$ cat src/rtl/pow_root_if.sv
// Stream bundle for the fifth-root engine: operand input (s_*) and result output (m_*).
// m_texact exists only when POW_ROOT_EXACT_EN is defined.
interface pow_root_if;
    logic        s_tvalid;
    logic        s_tready;
    logic [31:0] s_tdata;
    logic        s_tid;
    logic        m_tvalid;
    logic        m_tready;
    logic [31:0] m_tdata;
    logic        m_tid;
`ifdef POW_ROOT_EXACT_EN
    logic        m_texact;
`endif

    modport slave (
        input  s_tvalid, s_tdata, s_tid, m_tready,
        output s_tready, m_tvalid, m_tdata, m_tid
`ifdef POW_ROOT_EXACT_EN
        , output m_texact
`endif
    );

    modport master (
        output s_tvalid, s_tdata, s_tid, m_tready,
        input  s_tready, m_tvalid, m_tdata, m_tid
`ifdef POW_ROOT_EXACT_EN
        , input m_texact
`endif
    );
endinterface

$ cat src/rtl/pow_root.sv
// Integer fifth root, floor(x^(1/5)), by bit-serial binary search over 7 result bits
// using one iterated 7x35 multiplier. Optional POW_ROOT_EXACT_EN adds m_texact.
module pow_root (
    input  logic     clk,
    input  logic     areset,
    pow_root_if.slave io
);
    typedef enum logic [1:0] {IDLE, CALC, DONE} state_t;

    state_t      state_q, state_d;
    logic [31:0] x_q, x_d;
    logic        tid_q, tid_d;
    logic [6:0]  root_q, root_d;
    logic [2:0]  b_q, b_d;
    logic [1:0]  step_q, step_d;
    logic [34:0] p_q, p_d;
    logic [6:0]  cand;
    logic [34:0] mul_b, prod;
`ifdef POW_ROOT_EXACT_EN
    logic [34:0] pow5_q, pow5_d;
    logic        exact_q, exact_d;
`endif

    // Step 0 squares the candidate; later steps fold one more factor into p.
    // c^5 <= 127^5 fits in 35 bits, so the product never truncates.
    assign cand  = root_q | (7'd1 << b_q);
    assign mul_b = (step_q == 2'd0) ? {28'd0, cand} : p_q;
    assign prod  = mul_b * {28'd0, cand};

    always_comb begin
        state_d = state_q;
        x_d     = x_q;
        tid_d   = tid_q;
        root_d  = root_q;
        b_d     = b_q;
        step_d  = step_q;
        p_d     = p_q;
`ifdef POW_ROOT_EXACT_EN
        pow5_d  = pow5_q;
        exact_d = exact_q;
`endif
        case (state_q)
            IDLE: begin
                if (io.s_tvalid) begin
                    x_d     = io.s_tdata;
                    tid_d   = io.s_tid;
                    root_d  = 7'd0;
                    b_d     = 3'd6;
                    step_d  = 2'd0;
                    state_d = CALC;
`ifdef POW_ROOT_EXACT_EN
                    pow5_d  = 35'd0;
                    exact_d = 1'b0;
`endif
                end
            end
            CALC: begin
                p_d    = prod;
                step_d = step_q + 2'd1;
                if (step_q == 2'd3) begin
                    if (prod <= {3'd0, x_q}) begin
                        root_d = cand;
`ifdef POW_ROOT_EXACT_EN
                        pow5_d = prod;
`endif
                    end
                    if (b_q == 3'd0) begin
                        state_d = DONE;
`ifdef POW_ROOT_EXACT_EN
                        exact_d = (pow5_d == {3'd0, x_q});
`endif
                    end else begin
                        b_d = b_q - 3'd1;
                    end
                end
            end
            DONE: begin
                if (io.m_tready) state_d = IDLE;
            end
            default: state_d = IDLE;
        endcase
    end

    always_ff @(posedge clk or posedge areset) begin
        if (areset) begin
            state_q <= IDLE;
            x_q     <= 32'd0;
            tid_q   <= 1'b0;
            root_q  <= 7'd0;
            b_q     <= 3'd0;
            step_q  <= 2'd0;
            p_q     <= 35'd0;
`ifdef POW_ROOT_EXACT_EN
            pow5_q  <= 35'd0;
            exact_q <= 1'b0;
`endif
        end else begin
            state_q <= state_d;
            x_q     <= x_d;
            tid_q   <= tid_d;
            root_q  <= root_d;
            b_q     <= b_d;
            step_q  <= step_d;
            p_q     <= p_d;
`ifdef POW_ROOT_EXACT_EN
            pow5_q  <= pow5_d;
            exact_q <= exact_d;
`endif
        end
    end

    assign io.s_tready = (state_q == IDLE);
    assign io.m_tvalid = (state_q == DONE);
    assign io.m_tdata  = {25'd0, root_q};
    assign io.m_tid    = tid_q;
`ifdef POW_ROOT_EXACT_EN
    assign io.m_texact = exact_q;
`endif
endmodule
$ cat src/flat_wrapper.sv
// flat-port wrapper written by rule: the top's interface ports become plain ports
module pow_root_flat 
  (clk, areset, io_s_tvalid, io_s_tdata, io_s_tid, io_m_tready, io_s_tready, io_m_tvalid, io_m_tdata, io_m_tid);
  pow_root_if io_i ();
  input  logic clk;
  input  logic areset;
  input wire logic [$bits(io_i.s_tvalid)-1:0] io_s_tvalid;
  input wire logic [$bits(io_i.s_tdata)-1:0] io_s_tdata;
  input wire logic [$bits(io_i.s_tid)-1:0] io_s_tid;
  input wire logic [$bits(io_i.m_tready)-1:0] io_m_tready;
  output wire logic [$bits(io_i.s_tready)-1:0] io_s_tready;
  output wire logic [$bits(io_i.m_tvalid)-1:0] io_m_tvalid;
  output wire logic [$bits(io_i.m_tdata)-1:0] io_m_tdata;
  output wire logic [$bits(io_i.m_tid)-1:0] io_m_tid;
  assign io_i.s_tvalid = io_s_tvalid;
  assign io_i.s_tdata = io_s_tdata;
  assign io_i.s_tid = io_s_tid;
  assign io_i.m_tready = io_m_tready;
  assign io_s_tready = io_i.s_tready;
  assign io_m_tvalid = io_i.m_tvalid;
  assign io_m_tdata = io_i.m_tdata;
  assign io_m_tid = io_i.m_tid;
  pow_root u_core (.clk(clk), .areset(areset), .io(io_i));
endmodule
$ cat config.mk
export PLATFORM = sky130hd
export DESIGN_NAME = pow_root_flat
export DESIGN_NICKNAME = d
export VERILOG_FILES = /design/src/rtl/pow_root_if.sv /design/src/rtl/pow_root.sv /design/src/flat_wrapper.sv
export SDC_FILE = /design/constraint.sdc
export NUM_CORES = 1
export LEC_CHECK = 0
export BUFFER_PORTS_ARGS = -buffer_cell sky130_fd_sc_hd__buf_2
export CORE_MARGIN = 8
export CORE_UTILIZATION = 55
export CTS_CLUSTER_SIZE = 40
export DETAILED_ROUTE_END_ITERATION = 7
export PLACE_DENSITY = 0.73
export SLEW_MARGIN = 15
export SYNTH_ARGS = -nofsm -noshare
export SYNTH_HDL_FRONTEND = slang
export SYNTH_SLANG_ARGS = --single-unit
export TNS_END_PERCENT = 30
$ cat constraint.sdc
create_clock -name clk -period 9.3 [get_ports clk]
set_clock_uncertainty 0.05 [all_clocks]
set_input_delay 1.86 -clock clk [delete_from_list [all_inputs] [get_ports clk]]
set_output_delay 1.86 -clock clk [all_outputs]
set_load 0.03 [all_outputs]
# Yosys cells after proc, flatten, opt, wreduce, memory -nomap -nowiden
# Cells that the tools add are included.
dict set report word_totals {
  reg_bits 82
  latch_bits 0
  ram_bits 0
  mem_bits_ro 0
  in_bits 37
  output_inout_bits 35
  elab_cells 47
  n_memories 0
}
dict set report op_classes {
  addsub 2
  multipliers 1
  div 0
  n_lt_le_gt_ge 1
  eq_ne 9
  shifts 1
  n_mux 16
  bitwise 1
  reduce_logical 9
}
# op n
set op_table {}
lappend op_table {{<= comparator 35 x 32 -> 1 bit} 1}
lappend op_table {{multiplier 35 x 7 -> 35 bit} 1}
lappend op_table {{two-way mux 35 bit} 1}
lappend op_table {{two-way mux 7 bit} 3}
lappend op_table {{one-hot mux 7 bit (2 select lines)} 1}
lappend op_table {{AND reduction 4 bit} 3}
lappend op_table {{two-way mux 2 bit} 5}
lappend op_table {{two-way mux 3 bit} 3}
lappend op_table {{bitwise OR 7 bit} 1}
lappend op_table {{<< shifter 1 x 3 -> 7 bit, first input constant} 1}
lappend op_table {{inequality test 2 x 1 -> 1 bit, second input constant} 3}
lappend op_table {{inequality test 2 bit, second input constant} 3}
lappend op_table {{one-hot mux 2 bit (3 select lines)} 1}
lappend op_table {{one-hot mux 3 bit (2 select lines)} 1}
lappend op_table {{== test 2 bit, second input constant} 2}
lappend op_table {{zero test 2 bit} 2}
lappend op_table {{one-hot mux 2 bit (2 select lines)} 1}
lappend op_table {{AND reduction 2 bit} 2}
lappend op_table {{zero test 3 bit} 1}
lappend op_table {{subtractor 3 x 1 -> 3 bit, second input constant} 1}
lappend op_table {{adder 2 x 1 -> 2 bit, second input constant} 1}
lappend op_table {{== test 2 x 1 -> 1 bit, second input constant} 1}
lappend op_table {{nonzero test 2 bit} 1}

# Logic depth before layout (Yosys ltp)
# Gate-level depths: netlist (run 1).
dict set report depth {
  ltp_word 8
  mapped_depth 34
  mapped_depth_nobuf 34
}

# Least setup slack after synthesis (run 1)
# No wires, ideal clock.
dict set report synth_path {
  kind {register to register}
  from {register u_core.b_q[0]}
  to {register u_core.root_q[4]}
  setup_ns 0.092
  arrival_time_ns 7.097
  required_time_ns 9.158
  path_slack_ns 2.062
  stages_incl_launch_ff 29
  n_path_buf 2
  synth_period_minus_slack_ns 7.238
  path_cell_list {dfrtp_1 inv_1 ha_1 a21oi_1 clkbuf_1 buf_1 nor2_1 fa_1 fa_1 fa_1 inv_1 fa_1 inv_1 ha_1 nand4_2 nor4_4 a2111oi_4 o21a_1 or2_1 xnor2_1 ha_1 nand4_1 nor4_1 nand3_1 nor4_1 a211oi_1 a21oi_1 nand4_4 o31ai_2}
}
dict set report synth_via {
  elab_chain_cells 7
  word_cells_on_any_way 10
  classes_between {1 x mul; 1 x order compare; 1 x eq/ne; 1 x shift; 4 x mux; 1 x bitwise; 1 x reduce/logical}
}
# item line_no
set synth_rtl {}
lappend synth_rtl {{from (decl)} pow_root.sv:14} ;# logic [2:0] b_q, b_d;
lappend synth_rtl {{from (signal assigned)} pow_root.sv:90} ;# b_q <= 3'd0;
lappend synth_rtl {{from (signal assigned)} pow_root.sv:102} ;# b_q <= b_d;
lappend synth_rtl {{<< shifter 1 x 3 -> 7 bit *} pow_root.sv:26} ;# assign cand = root_q | (7'd1 << b_q);
lappend synth_rtl {{bitwise OR 7 bit *} pow_root.sv:26}
lappend synth_rtl {{two-way mux 35 bit} pow_root.sv:27} ;# assign mul_b = (step_q == 2'd0) ? {28'd0, cand} : p_q;
lappend synth_rtl {{multiplier 35 x 7 -> 35 bit *} pow_root.sv:28} ;# assign prod = mul_b * {28'd0, cand};
lappend synth_rtl {{via u_core.prod[25]} pow_root.sv:18} ;# logic [34:0] mul_b, prod;
lappend synth_rtl {{<= comparator 35 x 32 -> 1 bit *} pow_root.sv:61} ;# if (prod <= {3'd0, x_q}) begin
lappend synth_rtl {{inequality test 2 x 1 -> 1 bit (no line) *} -}
lappend synth_rtl {{AND reduction 4 bit (no line) *} -}
lappend synth_rtl {{to (signal assigned)} pow_root.sv:101} ;# root_q <= root_d;
lappend synth_rtl {{to (decl)} pow_root.sv:13} ;# logic [6:0] root_q, root_d;
# Mark *: on every way through the listed nets, which the timed path passes. The rest lies on a longest branch. The select of a mux whose other input is x is not followed.
# A chain may end at the register's enable or synchronous reset.

# Worst setup path after layout (run 1)
dict set report layout_path {
  from {register u_core.b_q[0]}
  to {register u_core.root_q[6]}
}
# The elaborated chain is that of the path after synthesis.

==> flow_metrics.env, run 1 <==
export IMPL_cts_hold_buf=0
export IMPL_ys_async_sr_fraction_pct=100.0
export IMPL_port_buffers=46
export IMPL_postCtsSetupBuffers=0
export IMPL_worst_setup_path_start_kind="register"
export IMPL_fill_cells=1765
export IMPL_core_area_um2=19460
export IMPL_fmax_ghz=0.1215
export IMPL_remaining_drc_errors=0
export IMPL_timing_rr_start="u_core.b_q[0]"
export IMPL_antenna_found_initial=1
export IMPL_crit_required_ns=9.52
export IMPL_hold_path_startpoint="u_core.p_q[2]"
export IMPL_synth_edff_count=0
export IMPL_io_pins=72
export IMPL_root_buffer="clkbuf_16"
export IMPL_worstMarginPinSlew_ns=0.9805
export IMPL_clock_sinks=82
export IMPL_worst_ep_arrival_time_ns=8.45
export IMPL_num_rows=51
export IMPL_setup_viol=0
export IMPL_gp_congestion=0.9356
export IMPL_routed_via_density=5.417
export IMPL_synth_simple_area_share_pct=20.71
export IMPL_place_hpwl_mm=21.72
export IMPL_wl_mm=27.61
export IMPL_placed_area_um2=11270
export IMPL_maxCapViolCount=0
export IMPL_run_status="completed"
export IMPL_clock_path_buffers=2
export IMPL_die_h_um=156.7
export IMPL_dr_pass1_iters=7
export IMPL_cts_resized=0
export IMPL_synth_seq_cells=82
export IMPL_fin_tns_setup_ns=0
export IMPL_report_final_hold_viol_count=0
export IMPL_synth_adder_area_share_pct=36.22
export IMPL_synthMuxAreaShare_pct=0.6091
export IMPL_netlist_instances=1317
export IMPL_drt_wirelength_per_cell_um=17.16
export IMPL_pre_cts_slack_ns=1.210
export IMPL_syn_area_um2=10890
export IMPL_finalWorstSetupSlack_ns=1.066
export IMPL_ys_seq_area_share_pct=18.85
export IMPL_slew_viol_final=0
export IMPL_fin_crit_sh_pct=88.54
export IMPL_synth_xor_area_share_pct=3.333
export IMPL_synth_compound_area_share_pct=10.06
export IMPL_cp_max_fo=17
export IMPL_final_cell_area_um2=11580
export IMPL_antenna_cells=0
export IMPL_synth_top_family_by_area="adder cells"
export IMPL_syn_avg_cell_area_um2=8.267
export IMPL_synth_flop_cell="dfrtp_1"
export IMPL_drtAntennaViolNets=0
export IMPL_via_count=8716
export IMPL_cts_tree="built"
export IMPL_min_path_type="reg -> reg"
export IMPL_htreeDepth=3
export IMPL_die_area_um2=24550
export IMPL_start_util_pct=55.94
export IMPL_endpoint_kind="register"
export IMPL_grt_pass1_wl_mm=46.33
export IMPL_slew_headroom_pct=34.63
export IMPL_startpoint="u_core.b_q[0]"
export IMPL_clock_latency_ns=0.36
export IMPL_grt_start_max_net_pins=83
export IMPL_dieWidth_um=156.7
export IMPL_fin_crit_ns=8.234
export IMPL_fin_cells=1609
export IMPL_drive_gt1_share_pct=7.738
export IMPL_syn_to_final_growth_pct=6.366
export IMPL_synth_distinct_cells=55
export IMPL_rsz0062_at_grt="false"
export IMPL_cts_buffers=9
export IMPL_rrSetupSlack_ns=1.07
export IMPL_path_clk_slew_ns=0.07
export IMPL_dp_cells=1593
export IMPL_grt_pass1_vias=9189
export IMPL_grt_usage_pct=23.92
export IMPL_yosys_warnings=0
export IMPL_grt_overflow=0
export IMPL_drtIter0Drc=552
export IMPL_fin_nets=1603
export IMPL_path_class="reg -> reg"
==> final timing paths <==
path / to / cells past startpoint
setup / recovery: u_core.root_q[6] / 27
hold / removal: u_core.p_q[2] / 2
setup reg to reg: u_core.root_q[6] / 27
hold reg to reg: u_core.p_q[2] / 2
max in group asynchronous: u_core.p_q[14] / 3
min in group asynchronous: u_core.x_q[31] / 3
==> metal layers <==
metal	vias to the layer above	track usage, %	share of wire [%]
met2	264	40.25	48
met1	4315	30.91	43
met4	2	7.277	2.5
met5	-	0	0.047
li1	4079	-	-
met3	56	4.192	6.1
==> Yosys cell counts (2+ instances only) <==
cell type	n	share of area [%]
nand2_1	237	8.2
inv_1	199	6.9
nor2_1	161	5.6
fa_1	147	27
dfrtp_1	82	19
ha_1	80	9.2
o21ai_0	58	2.7
a21oi_1	50	2.3
clkbuf_1	41	1.4
nand2b_1	33	1.9
nor2b_1	26	1.5
xnor2_1	26	2.1
buf_4	25	1.7
a21o_1	18	1.2
nand3_1	12	0.55
or2_2	12	0.69
xor2_1	11	0.88
nand4_1	8	0.46
o21ai_1	8	0.37
and2_1	6	0.34
nor3_1	6	0.28
o211ai_1	6	0.41
o21a_1	6	0.41
a211oi_1	5	0.34
mux2_2	5	0.52
o21bai_1	5	0.34
a31oi_1	4	0.23
and4_1	4	0.32
buf_1	3	0.10
o31ai_2	3	0.34
a21boi_0	2	0.14
and3_1	2	0.11
buf_2	2	0.092
nor4_1	2	0.11
o31ai_1	2	0.14
==> cells by family (layout without fill, tap and decap cells) <==
logic type,Yosys count,in the layout
and+or+nand+nor,515,515
buffers and inverters,270,273
adders and majority gates,227,227
AOI/OAI and AO/OA,177,177
DFF,82,82
xor gates and xnor gates,39,39
muxes,6,6
other,1,25
==> critical path, cell delays in order (launching register included) <==
cell and delay (ns):
dfrtp_1 0.41, inv_1 0.10, ha_1 0.26, a21oi_1 0.51
buf_4 0.37, a21o_1 0.26, nor2_1 0.09, fa_1 0.52
fa_1 0.57, fa_1 0.45, fa_1 0.41, ha_1 0.40
a21oi_1 0.24, o211ai_1 0.24, a2111oi_4 0.47, nor2b_1 0.10
o21a_1 0.18, nor2_1 0.12, xnor2_1 0.15, ha_1 0.33
nand4_1 0.17, nor4_1 0.48, nand3_1 0.20, nor4_1 0.31
a211oi_1 0.09, a21oi_1 0.24, nand4_4 0.19, o31ai_2 0.23
==> cell type report <==
cell class / instances / area (um^2) / share of cell area [%]
clock inverter: 5 / 62.56 / 0.5402
timing repair buffer: 58 / 324.1 / 2.798
tap: 265 / 331.6 / 2.863
multi-input combinational: 989 / 7820 / 67.52
clock buffer: 11 / 242.7 / 2.096
inverter: 199 / 748.2 / 6.461
sequential: 82 / 2052 / 17.72
==> cells in the final DEF, fill, tap and decap left out, drive strengths merged, types with 7 or more instances in the layout <==
cell type  netlist  final
clkbuf          41     11
nor2b           26     26
xnor2           27     27
conb             1     25
fa             147    147
nand2          237    237
nor2           161    161
nand2b          33     33
a21oi           50     50
nand4           10     10
or2             13     13
inv            199    199
o21ai           66     66
ha              80     80
nand3           12     12
nor3             7      7
a21o            18     18
buf             30     58
xor2            11     11
dfrtp           82     82
==> sequential cells by signal, indices dropped and copies added, names as in the netlist <==
register	cells
u_core.io.m_tid	1
u_core.step_q	2
u_core.root_q	7
u_core.p_q	35
u_core.state_q	2
u_core.b_q	3
u_core.x_q	32
==> through the flow <==
stage | hold slack [ns] | utilization (%)
3_5_place_dp | 0.4134 | 57.92
4_1_cts | 0.4295 | 59.49
6_report | 0.4264 | 59.50
3_3_place_gp | 0.4029 | 57.92
2_1_floorplan | 0.3879 | -
5_1_grt | 0.4397 | 59.50
Power of run 1 is left out: the tool's default activity adds up to more than one toggle a clock period on the data nets, which glitch-free logic cannot reach.
==> run 2: changes to the inputs <==
--- a/config.mk
+++ b/config.mk
@@ -6,12 +6,14 @@
 export NUM_CORES = 1
 export LEC_CHECK = 0
 export BUFFER_PORTS_ARGS = -buffer_cell sky130_fd_sc_hd__buf_2
+export CELL_PAD_IN_SITES_DETAIL_PLACEMENT = 1
+export CELL_PAD_IN_SITES_GLOBAL_PLACEMENT = 1
 export CORE_MARGIN = 8
-export CORE_UTILIZATION = 55
+export CORE_UTILIZATION = 48
 export CTS_CLUSTER_SIZE = 40
 export DETAILED_ROUTE_END_ITERATION = 7
-export PLACE_DENSITY = 0.73
-export SLEW_MARGIN = 15
+export PLACE_DENSITY_LB_ADDON = 0.1
+export RECOVER_POWER = 50
 export SYNTH_ARGS = -nofsm -noshare
 export SYNTH_HDL_FRONTEND = slang
 export SYNTH_SLANG_ARGS = --single-unit
==> run 2 against run 1 <==
The flow now finishes with violations (capacitance limit, slew limit). Design area up 0.49%. Sequential cell count is the same. Die area up 13%. Wire length rose by 16%. First-iteration DRC count down 13%. Setup slack lost 0.27 ns. Critical path type unchanged.
==> flow_metrics.env, run 2 (same netlist as run 1, synthesis figures left out) <==
export IMPL_root_buffer="clkbuf_16"
export IMPL_remaining_drc_errors=0
export IMPL_drt_wirelength_per_cell_um=19.70
export IMPL_syn_to_final_growth_pct=6.883
export IMPL_pre_cts_slack_ns=0.7742
export IMPL_grt_usage_pct=24.22
export IMPL_gp_congestion=0.8857
export IMPL_io_pins=72
export IMPL_dieWidth_um=166.6
export IMPL_violations="capacitance limit, slew limit"
export IMPL_endpoint_kind="register"
export IMPL_worstMarginPinSlew_ns=2.893
export IMPL_worst_ep_arrival_time_ns=8.73
export IMPL_fin_crit_ns=8.505
export IMPL_min_path_type="reg -> reg"
export IMPL_path_class="reg -> reg"
export IMPL_fin_tns_setup_ns=0
export IMPL_grt_start_max_net_pins=67
export IMPL_rsz0062_at_grt="false"
export IMPL_antenna_found_initial=0
export IMPL_htreeDepth=3
export IMPL_clock_latency_ns=0.36
export IMPL_grt_overflow=0
export IMPL_fill_cells=2754
export IMPL_die_area_um2=27760
export IMPL_num_rows=55
export IMPL_top_regs="u_core.p_q: 35 flops, u_core.x_q: 32 flops, u_core.root_q: 7 flops"
export IMPL_fin_crit_sh_pct=91.45
export IMPL_grt_pass1_wl_mm=53.36
export IMPL_slew_viol_final=152
export IMPL_via_count=8818
export IMPL_largest_register="u_core.p_q"
export IMPL_maxCapViolCount=3
export IMPL_cts_tree="built"
export IMPL_place_hpwl_mm=25.75
export IMPL_wl_mm=32.11
export IMPL_drtAntennaViolNets=0
export IMPL_worst_setup_path_start_kind="register"
export IMPL_cts_hold_buf=0
export IMPL_grt_pass1_vias=9908
export IMPL_fin_nets=1604
export IMPL_core_area_um2=22430
export IMPL_setup_viol=0
export IMPL_cp_max_fo=20
export IMPL_start_util_pct=48.53
export IMPL_fmax_ghz=0.1176
export IMPL_cts_resized=0
export IMPL_die_h_um=166.6
export IMPL_path_clk_slew_ns=0.07
export IMPL_slowest_stage="nor4_1"
export IMPL_final_cell_mix="nand2_1 (237), inv_1 (198), nor2_1 (161)"
export IMPL_crit_required_ns=9.52
export IMPL_run_status="finished, violations left"
export IMPL_postCtsSetupBuffers=0
export IMPL_slowest_delay_ns=0.53
export IMPL_slew_headroom_pct=-92.84
export IMPL_antenna_cells=0
export IMPL_drive_gt1_share_pct=7.732
export IMPL_routed_via_density=5.410
export IMPL_largest_reg_flops=35
export IMPL_utilization_pct=51.87
export IMPL_drtIter0Drc=481
export IMPL_port_buffers=46
export IMPL_report_final_hold_viol_count=0
export IMPL_cts_buffers=9
export IMPL_final_common_cell="nand2_1"
export IMPL_clock_sinks=82
export IMPL_dr_pass1_iters=5
export IMPL_finalWorstSetupSlack_ns=0.7951
export IMPL_clock_path_buffers=2
[run 2: per-layer routing]
metal | GRT usage, % | share of wire [%]
met3 | 3.428 | 3.9
met5 | 0 | 0
met2 | 40.89 | 49
met4 | 8.147 | 2.8
met1 | 31.52 | 44
[run 2: worst paths after layout]
check	from	end	slack, ns	cells after the start
max	u_core.b_q[0]	u_core.root_q[4]	0.80	32
min	u_core.p_q[18]	u_core.p_q[18]	0.42	2
max reg2reg	u_core.b_q[0]	u_core.root_q[4]	0.80	32
min reg2reg	u_core.p_q[18]	u_core.p_q[18]	0.42	2
max in group asynchronous	areset	u_core.p_q[14]	4.06	3
min in group asynchronous	areset	u_core.x_q[3]	1.81	2
[run 2: through the flow]
step | instances | hold WS [ns] | area [um^2]
floorplan | 1341 | 0.3879 | 10980
global placement | 1614 | 0.4025 | 11320
detailed placement | 1614 | 0.4056 | 11320
CTS | 1630 | 0.4218 | 11640
global route | 1630 | 0.4534 | 11640
finish | 1630 | 0.4217 | 11640
[run 2: layout make-up]
class	count	area, um^2	share of cell area, %
Clock buffer	10	239.0	2.054
Clock inverter	6	81.33	0.6989
Sequential cell	82	2052	17.63
Tap cell	285	356.6	3.064
Inverter	199	748.2	6.429
Multi-Input combinational cell	989	7825	67.24
Timing Repair Buffer	59	335.3	2.881
[run 2: critical path, delay by kind of cell, from the launching register on]
family	cells	cell delay, ns
DFF	1	0.43
buffers and inverters	5	0.52
and+or+nand+nor	12	2.93
adders and majority gates	7	2.92
AOI/OAI and AO/OA	7	1.41
xor gates and xnor gates	1	0.17
Power of run 2 is left out for the same reason.
==> run 3: changes to the inputs <==
--- a/config.mk
+++ b/config.mk
@@ -13,7 +13,7 @@
 export CTS_CLUSTER_SIZE = 40
 export DETAILED_ROUTE_END_ITERATION = 7
 export PLACE_DENSITY_LB_ADDON = 0.1
-export RECOVER_POWER = 50
+export RECOVER_POWER = 25
 export SYNTH_ARGS = -nofsm -noshare
 export SYNTH_HDL_FRONTEND = slang
 export SYNTH_SLANG_ARGS = --single-unit
==> run 3 against run 2 <==
The flow still finishes with violations (capacitance limit, slew limit). Critical path type unchanged. Sequential cell count did not move. Via count did not move. Die area did not move. Highest routed layer unchanged. Register-to-register slack barely moved. Non-clock buffer count did not move. Utilization barely moved. Clock-buffer cell count did not move. Final cell count did not move. Worst hold slack did not move. Setup slack improved by 0.0031 ns. Wire length did not move. First-iteration DRC count did not move. Largest cell class unchanged.
==> flow_metrics.env, run 3 (same netlist as run 1, synthesis figures left out) <==
export IMPL_wirelength_met1_mm=14.28
export IMPL_slew_viol_final=85
export IMPL_maxCapViolCount=2
export IMPL_port_buffers=46
export IMPL_clock_sinks=82
export IMPL_dr_pass1_iters=5
export IMPL_largest_reg_flops=35
export IMPL_cts_tree="built"
export IMPL_grt_start_max_net_pins=67
export IMPL_postCtsSetupBuffers=0
export IMPL_clock_latency_ns=0.36
export IMPL_dieWidth_um=166.6
export IMPL_setup_viol=0
export IMPL_worstMarginPinSlew_ns=2.893
export IMPL_routed_via_density=5.410
export IMPL_drive_gt1_share_pct=7.807
export IMPL_syn_to_final_growth_pct=6.895
export IMPL_grt_pass1_wl_mm=53.36
export IMPL_highest_layer="met4"
export IMPL_grt_usage_pct=24.22
export IMPL_finalWorstSetupSlack_ns=0.7982
export IMPL_path_clk_slew_ns=0.07
export IMPL_final_cell_mix="nand2_1 (237), inv_1 (198), nor2_1 (161)"
export IMPL_endpoint_kind="register"
export IMPL_htreeDepth=3
export IMPL_via_count=8818
export IMPL_drt_wirelength_per_cell_um=19.70
export IMPL_path_class="reg -> reg"
export IMPL_antenna_cells=0
export IMPL_clock_path_buffers=2
export IMPL_violations="capacitance limit, slew limit"
export IMPL_crit_required_ns=9.52
export IMPL_run_status="finished, violations left"
export IMPL_wl_met2_mm=15.68
export IMPL_grt_overflow=0
export IMPL_grt_pass1_vias=9908
export IMPL_io_pins=72
export IMPL_slew_headroom_pct=-92.84
export IMPL_worst_setup_path_start_kind="register"
export IMPL_cts_resized=0
export IMPL_fin_nets=1604
export IMPL_remaining_drc_errors=0
export IMPL_fin_crit_sh_pct=91.42
export IMPL_slowest_stage="nor4_1"
export IMPL_die_area_um2=27760
export IMPL_report_final_hold_viol_count=0
export IMPL_drtAntennaViolNets=0
export IMPL_root_buffer="clkbuf_16"
export IMPL_cts_buffers=9
export IMPL_start_util_pct=48.53
export IMPL_gp_congestion=0.8857
export IMPL_fin_tns_setup_ns=0
export IMPL_worst_ep_arrival_time_ns=8.72
export IMPL_num_rows=55
export IMPL_hold_ws_ns=0.4217
export IMPL_rsz0062_at_grt="false"
export IMPL_place_hpwl_mm=25.75
export IMPL_core_area_um2=22430
export IMPL_cts_hold_buf=0
export IMPL_final_common_cell="nand2_1"
export IMPL_wl_mm=32.11
export IMPL_antenna_found_initial=0
export IMPL_pre_cts_slack_ns=0.7742
export IMPL_min_path_type="reg -> reg"
export IMPL_wl_met3_mm=1.260
export IMPL_fmax_ghz=0.1176
export IMPL_fin_crit_ns=8.502
export IMPL_drtIter0Drc=481
export IMPL_die_h_um=166.6
export IMPL_cp_max_fo=20
export IMPL_largest_register="u_core.p_q"
export IMPL_slowest_delay_ns=0.53
export IMPL_top_regs="u_core.p_q: 35 flops, u_core.x_q: 32 flops, u_core.root_q: 7 flops"
[run 3: cell counts in the layout (fill, tap and decap cells not counted)]
Identical to the previous run, type by type.
[run 3: stage by stage]
| step | instance area (um^2) | utilization (%) | std cells |
|---|---|---|---|
| floorplan | 10980 | - | 1341 |
| global route | 11640 | 51.88 | 1630 |
| global placement | 11320 | 50.47 | 1614 |
| CTS | 11640 | 51.90 | 1630 |
| finish | 11640 | 51.88 | 1630 |
| detailed placement | 11320 | 50.47 | 1614 |
[run 3: layout make-up]
| class | count | area [um^2] |
|---|---|---|
| Sequential cell | 82 | 2052 |
| Fill cell | 2753 | 10800 |
| Clock buffer | 10 | 239.0 |
| Clock inverter | 6 | 81.33 |
| Tap cell | 285 | 356.6 |
| Inverter | 199 | 748.2 |
| Multi-Input combinational cell | 989 | 7826 |
| Timing Repair Buffer | 59 | 335.3 |
[run 3: routing by layer]
layer  GRT usage (%)  vias up
li1                -     4077
met1           31.52     4488
met2           40.89      199
met3           3.428       54
met4           8.147        0
met5               0        -
[run 3: path summary, 6_finish.rpt]
| path | from | to | slack (ns) | depth (start not counted) |
|---|---|---|---|---|
| worst max-delay path | u_core.b_q[0] | u_core.root_q[4] | 0.80 | 32 |
| worst min-delay path | u_core.p_q[18] | u_core.p_q[18] | 0.42 | 2 |
| worst max register to register | u_core.b_q[0] | u_core.root_q[4] | 0.80 | 32 |
| worst min register to register | u_core.p_q[18] | u_core.p_q[18] | 0.42 | 2 |
| max in group asynchronous | areset | u_core.p_q[14] | 4.06 | 3 |
| min in group asynchronous | areset | u_core.x_q[3] | 1.81 | 2 |
[run 3: critical path, delay by kind of cell (launching register included)]
family | cells | cell delay (ns)
simple gates | 12 | 2.93
fa+ha+maj | 7 | 2.92
buf+inv | 5 | 0.52
xor+xnor | 1 | 0.17
flops | 1 | 0.43
compound gates | 7 | 1.41
Power of run 3 is left out for the same reason.
